===== src/rtl/f1_pkg.sv =====
// rtl/f1_pkg.sv - shared types and constants for the f1 truth-table sweep controller
package f1_pkg;

    localparam int unsigned VEC_W = 4;
    localparam int unsigned VEC_N = 16;

    localparam logic [VEC_N-1:0] F1_EXP_TT = 16'hDC51;

    typedef enum logic [2:0] {
        IDLE,
        APPLY,
        SETTLE,
        SAMPLE,
        DONE
    } state_t;

endpackage


===== src/rtl/f1_settle_timer.sv =====
// rtl/f1_settle_timer.sv - 8-bit per-vector settle down-counter with load and expire
module f1_settle_timer (
    input  logic       clk,
    input  logic       rst_n,
    input  logic       clr,
    input  logic       load,
    input  logic [7:0] load_val,
    input  logic       en,
    output logic       expire
);

    logic [7:0] count_q;
    logic [7:0] count_d;

    always_comb begin
        count_d = count_q;
        if (clr) begin
            count_d = 8'd0;
        end else if (load) begin
            count_d = load_val;
        end else if (en && (count_q != 8'd0)) begin
            count_d = count_q - 8'd1;
        end
    end

    always_ff @(posedge clk) begin
        if (!rst_n) begin
            count_q <= 8'd0;
        end else begin
            count_q <= count_d;
        end
    end

    // Expire on the last counted cycle so the owner leaves its wait state exactly on time.
    assign expire = en && (count_q == 8'd1);

endmodule


===== src/rtl/f1_sweep_ctrl.sv =====
// rtl/f1_sweep_ctrl.sv - f1 exhaustive sweep sequencer; F1_SELFCHECK_EN adds the golden-table comparator
module f1_sweep_ctrl
    import f1_pkg::*;
#(
    parameter int unsigned      SETTLE_CYCLES = 2,
    parameter logic [VEC_N-1:0] EXP_TT        = F1_EXP_TT
) (
    input  logic             clk,
    input  logic             rst_n,
    input  logic             start,
    input  logic             abort,
    input  logic             f_out,
    output logic             a,
    output logic             b,
    output logic             c,
    output logic             d,
    output logic             a2,
    output logic             b2,
    output logic             c2,
    output logic             d2,
    output logic             busy,
    output logic             done,
    output logic [VEC_N-1:0] tt,
    output logic             mismatch
);

    localparam logic [7:0]       SETTLE_VAL = SETTLE_CYCLES[7:0];
    localparam logic [VEC_W-1:0] LAST_IDX   = 4'd15;

    state_t           state_q;
    logic [VEC_W-1:0] idx_q;
    logic [VEC_W-1:0] rails_q;
    logic [VEC_W-1:0] rails_n_q;
    logic             busy_q;
    logic             done_q;
    logic [VEC_N-1:0] tt_q;

    logic timer_load;
    logic timer_en;
    logic timer_expire;
    logic last_sample;

    assign timer_load  = (state_q == APPLY) && !abort && (SETTLE_CYCLES != 0);
    assign timer_en    = (state_q == SETTLE);
    assign last_sample = (state_q == SAMPLE) && !abort && (idx_q == LAST_IDX);

    f1_settle_timer u_settle_timer (
        .clk      (clk),
        .rst_n    (rst_n),
        .clr      (abort),
        .load     (timer_load),
        .load_val (SETTLE_VAL),
        .en       (timer_en),
        .expire   (timer_expire)
    );

    always_ff @(posedge clk) begin
        if (!rst_n) begin
            state_q   <= IDLE;
            idx_q     <= '0;
            rails_q   <= '0;
            rails_n_q <= '1;
            busy_q    <= 1'b0;
            done_q    <= 1'b0;
            tt_q      <= '0;
        end else begin
            done_q <= 1'b0;
            case (state_q)
                IDLE: begin
                    if (start) begin
                        state_q   <= APPLY;
                        idx_q     <= '0;
                        rails_q   <= '0;
                        rails_n_q <= '1;
                        tt_q      <= '0;
                        busy_q    <= 1'b1;
                    end
                end
                APPLY, SETTLE, SAMPLE: begin
                    if (abort) begin
                        state_q   <= IDLE;
                        idx_q     <= '0;
                        rails_q   <= '0;
                        rails_n_q <= '1;
                        busy_q    <= 1'b0;
                    end else if (state_q == APPLY) begin
                        state_q <= (SETTLE_CYCLES != 0) ? SETTLE : SAMPLE;
                    end else if (state_q == SETTLE) begin
                        if (timer_expire) begin
                            state_q <= SAMPLE;
                        end
                    end else begin
                        tt_q[idx_q] <= f_out;
                        if (idx_q == LAST_IDX) begin
                            state_q <= DONE;
                            busy_q  <= 1'b0;
                            done_q  <= 1'b1;
                        end else begin
                            // Rails move with idx on the same edge so both rails stay complementary.
                            state_q   <= APPLY;
                            idx_q     <= idx_q + 4'd1;
                            rails_q   <= idx_q + 4'd1;
                            rails_n_q <= ~(idx_q + 4'd1);
                        end
                    end
                end
                DONE: begin
                    state_q   <= IDLE;
                    idx_q     <= '0;
                    rails_q   <= '0;
                    rails_n_q <= '1;
                end
                default: begin
                    state_q <= IDLE;
                    busy_q  <= 1'b0;
                end
            endcase
        end
    end

`ifdef F1_SELFCHECK_EN
    logic mismatch_q;

    // Compare against the final table including the bit captured on this edge.
    always_ff @(posedge clk) begin
        if (!rst_n) begin
            mismatch_q <= 1'b0;
        end else if ((state_q == IDLE) && start) begin
            mismatch_q <= 1'b0;
        end else if (last_sample) begin
            mismatch_q <= ({f_out, tt_q[VEC_N-2:0]} != EXP_TT);
        end
    end

    assign mismatch = mismatch_q;
`else
    logic unused_selfcheck;

    assign unused_selfcheck = (^EXP_TT) ^ last_sample;
    assign mismatch         = 1'b0;
`endif

    assign a  = rails_q[3];
    assign b  = rails_q[2];
    assign c  = rails_q[1];
    assign d  = rails_q[0];
    assign a2 = rails_n_q[3];
    assign b2 = rails_n_q[2];
    assign c2 = rails_n_q[1];
    assign d2 = rails_n_q[0];

    assign busy = busy_q;
    assign done = done_q;
    assign tt   = tt_q;

endmodule

===== config.mk =====
export PLATFORM = sky130hd
export DESIGN_NAME = f1_sweep_ctrl
export DESIGN_NICKNAME = d
export VERILOG_FILES = /design/src/rtl/f1_pkg.sv /design/src/rtl/f1_settle_timer.sv /design/src/rtl/f1_sweep_ctrl.sv
export SDC_FILE = /design/constraint.sdc
export NUM_CORES = 1
export LEC_CHECK = 0
export CAP_MARGIN = 15
export CORE_ASPECT_RATIO = 0.6
export CORE_MARGIN = 3
export CORE_UTILIZATION = 56
export DETAILED_ROUTE_END_ITERATION = 8
export MAX_ROUTING_LAYER = met4
export PLACE_DENSITY_LB_ADDON = 0.1
export SYNTH_ARGS = -nofsm -noshare
export SYNTH_HDL_FRONTEND = slang
export SYNTH_SLANG_ARGS = --single-unit

===== constraint.sdc =====
create_clock -name clk -period 3.2 [get_ports clk]
set_input_delay 0.48 -clock clk [delete_from_list [all_inputs] [get_ports clk]]
set_output_delay 0.48 -clock clk [all_outputs]
set_load 0.01 [all_outputs]

# After elaboration in Yosys (flattened, before gate mapping)
# Index checks and enable logic that the tools add are counted.
# totals
latch_bits,0
ramBits,0
regBits,37
in_bits,5
romBits,0
memories,0
# classes
n_mux,36
shifts,0
bitwise,4
div_mod_pow,0
add_sub_neg,2
n_reduce_logical,18
n_lt_le_gt_ge,2
n_eq_ne,15
n_mul,0
# ops
op,n
16-bit two-way mux,4
4-bit two-way mux,10
16-bit one-hot mux with 2 select lines,1
4-bit one-hot mux with 3 select lines,2
3-bit two-way mux,6
16-bit bitwise mux,1
5-bit AND reduction,3
3-bit inequality test (second input constant),4
8-bit by 1-bit equality test with 1-bit output (second input constant),1
2-bit inequality test (second input constant),4
8-bit nonzero test,1
8-bit by 1-bit subtractor with 8-bit output (second input constant),1
1-bit two-way mux,7
3-bit by 2-bit equality test with 1-bit output (second input constant),2
3-bit one-hot mux with 2 select lines,1
3-bit OR reduction,2
4-bit by 5-bit < comparator with 1-bit output (second input constant),1
5-bit inequality test (second input constant),1
5-bit OR reduction,1
4-bit by 1-bit adder with 4-bit output (second input constant),1
1-bit demux with 4-bit select,1
4-bit equality test (second input constant),1
4-bit by 1-bit >= comparator with 1-bit output (second input constant),1
1-bit logical AND,4
other kinds (12),16

# Longest topological paths before layout
# depth
word_depth,9
depth_mapped,6
mapped_depth_nobuf,6

# Modules after synthesis
# A second synthesis with hierarchy kept.
# unflattened
cells_unflattened,229
hier_area_um2,2044.5
# by_module_without_submodules
module,cells_per_inst,seq_area_each_um2,n_inst,area_each_um2
f1_sweep_ctrl,167,580.6,1,1507.7
f1_settle_timer,62,160.2,1,536.8

# Worst setup path before layout
# OpenSTA, ideal clock, no wires.
# synth_timing
path_type,register to register
from,"reg, netlist name rails_q[0]"
to,reg rails_n_q[1]
path_stages_with_launch,6
arrival_ps,1527
slack_ps,1524
required_ps,3051
n_path_buf,1
setup_time_ps,149
cell_sequence,dfxtp_1 -> ha_1 -> buf_2 -> nand3_1 -> a311oi_2 -> a22oi_1
# synth_lines
element,line_no,rtl
"end signal, assigned",f1_sweep_ctrl.sv:103,rails_n_q <= ~(idx_q + 4'd1);
"end, declared",f1_sweep_ctrl.sv:33,logic [VEC_W-1:0] rails_n_q;

==> impl_metrics.yaml <==
outcome:
  status: "completed"
placement:
  dp.cells: 288
  place.gp.congestion: 0.825
  dp_hpwl_um: 3200
  place.port_buffers: 30
  place_area_um2: 2170
  pre_cts_ws_ps: 1080
sta:
  drv_slew: 0
  fin_crit_sh: 0.665
  max_freq_mhz: 470
  period_needed_ps: 2130
  worst_slew_pin_slew_ps: 1030
  hold_violations: 0
  rsz0062_at_grt: "no"
  tns_ps: 0
  clock_skew_ps: 7.19
  relSlewSlack: 0.311
  timing.final.ws_setup_ps: 1070
  setup_viol: 0
clock_tree:
  cts_setup_buffers: 0
  cts_made_buffers: 5
  ctsResizeCount: 0
  root_buffer: "clkbuf_8"
  clock_latency_ps: 290
  cts_buffer_depth: 2
  clk_pin_slew_ps: 70
  cts_hold_buf: 0
  htree_levels: 2
  cts_tree: "yes"
  cts_num_sinks: 37
synth:
  ys_seq_area_frac: 0.396
  synth_fp_nets: 238
  syn_avg_cell_area_um2: 8.25
  yosysWarnings: 0
  syn_area_um2: 1870
  ys.flop_type: "dfxtp_1"
  async_flop_share: 0
  synth_cells: 227
  ys_seq_elements: 37
  synth_edf_count: 0
  synth.distinct_cells: 46
die:
  die_w_um: 80.6
  core_area_um2: 3020
  die_h_um: 50.8
  io-pin-count: 32
  design.die.area_um2: 4090
  fp-row-count: 15
  start_util: 0.619
routing:
  drc: 0
  drt_iter0_drc: 122
  routed_wl_um: 4440
  via_per_inst: 5.82
  via_count: 1724
  wl_per_cell_um: 15.0
  drtPass1Iterations: 4
  drtAntennaViolNets: 0
grt:
  grt_antenna_before_repair: 0
  grt_max_degree: 22
  track_usage: 0.255
  grt_pass1_wl_um: 7850
  gr-total-overflow: 0
  first_global_vias: 1618
final_layout:
  finalNetCount: 264
  register_area_um2: 741
  nFillCells: 241
  drive_above_1_share: 0.0669
  diodes: 0
  final_cells: 296
  final_core_util: 0.757
  syn_to_final_growth_pct: 22.2
  postLayoutCellArea_um2: 2290
  multi_input_area_um2: 1020
power:
  max-vdd-ir-drop_uv: 297
  power.density_nw_per_um2: 422
  p_leak_nw: 0.825
setup_path:
  crit_path_end_kind: "register"
  critical_path_required_ps: 3340
  crit_path_cell_trace: "ha_1 > nand3_1 > a311oi_2 > a22oi_1"
  slowest_stage: "a311oi_2"
  crit_path_start_kind: "register"
  crit_type: "reg -> reg"
  crit_fanout: 9
  arrival_ps: 2270
  worst_path_largest_cell_delay_ps: 620
run:
  cap_violations: 0
hold_path:
  holdCritPathClass: "reg -> reg"
==> final timing paths <==
kind,end,slack (ps),cells past startpoint,start
worst max-delay path,rails_n_q[1],1070,4,rails_q[0]
worst min-delay path,rails_n_q[0],450,2,rails_n_q[0]
worst max register to register,rails_n_q[1],1070,4,rails_q[0]
worst min register to register,rails_n_q[0],450,2,rails_n_q[0]
==> critical path: cells and delay by family (launching register included) <==
kind,cells,cell delay (ps)
AO/OA/AOI/OAI,2,760
AND/OR/NAND/NOR,1,320
adder cells (fa/ha/maj),1,410
flip-flops,1,480
==> report_power, final <==
| group | internal, W | switching (W) |
|---|---|---|
| sequential | 0.000463 | 0.00000740 |
| combinational | 0.0000286 | 0.0000416 |
| clock | 0.000253 | 0.000172 |
==> metrics by stage <==
stage	hold slack, ps	total power, W
floorplan	467	0.000533
global placement	439	0.000549
detailed placement	441	0.000549
CTS	457	0.000969
global route	481	0.000996
finish	448	0.000966
==> cell families after synthesis <==
family | Yosys count | share of synthesized area
compound gates | 60 | 0.216
xor+xnor | 7 | 0.0328
fa+ha+maj | 6 | 0.0401
buf+inv | 23 | 0.0568
flops | 37 | 0.396
mux | 2 | 0.0107
other cells | 1 | 0.00200
simple gates | 91 | 0.246
==> cell usage after synthesis (3+ instances only) <==
cell type / number / share of area
nand3_1: 10 / 0.027
xnor2_1: 5 / 0.023
nand2_1: 38 / 0.076
nand3b_1: 3 / 0.012
nor2b_1: 5 / 0.017
inv_1: 11 / 0.022
o21ai_0: 3 / 0.0080
nor2_1: 18 / 0.036
ha_1: 6 / 0.040
a211oi_1: 3 / 0.012
a21oi_1: 21 / 0.056
a21o_1: 5 / 0.020
clkbuf_1: 4 / 0.0080
dfxtp_1: 37 / 0.40
o22ai_1: 15 / 0.050
buf_2: 4 / 0.011
==> layer usage <==
layer  global-route usage  vias to the layer above  routed length, um
met3               0.0591                        6                353
met2                0.332                       69               1720
met4               0.0646                        0                 39
met5                    -                        -                  0
li1                     -                      846                  -
met1                0.387                      803               2330
==> layout by cell type, fill, tap and decap left out, drive strengths merged, types with 2 or more instances in the layout <==
master	Yosys	layout
nand2	38	38
a21oi	21	21
a31oi	2	2
or3b	3	3
ha	6	6
a21o	5	5
nor3	2	2
nor2b	5	5
o21ai	3	3
mux2i	2	2
xnor2	5	5
nor2	19	19
clkdlybuf4s50	0	30
nand3b	3	3
inv	11	11
a311oi	2	2
nand3	10	10
nand2b	2	2
clkbuf	4	6
o22ai	15	15
dfxtp	37	37
nor4	2	2
xor2	2	2
a211oi	3	3
a211o	2	2
nand4	2	2
==> flip-flops by register name, indices dropped and copies added, names as in the netlist <==
signal,flops
rails_n_q,4
state_q,3
tt,16
done,1
rails_q,4
u_settle_timer.count_q,8
busy,1
==> final cells by class <==
type,instances,area share
inverters,11,0.0181
multi-input cells,167,0.448
repair buffers,31,0.135
well taps,42,0.0230
flip-flops and latches,37,0.324
clock buffers,6,0.0361
clock inverters,2,0.0164
No activity file was read; power rests on OpenSTA's default activity.
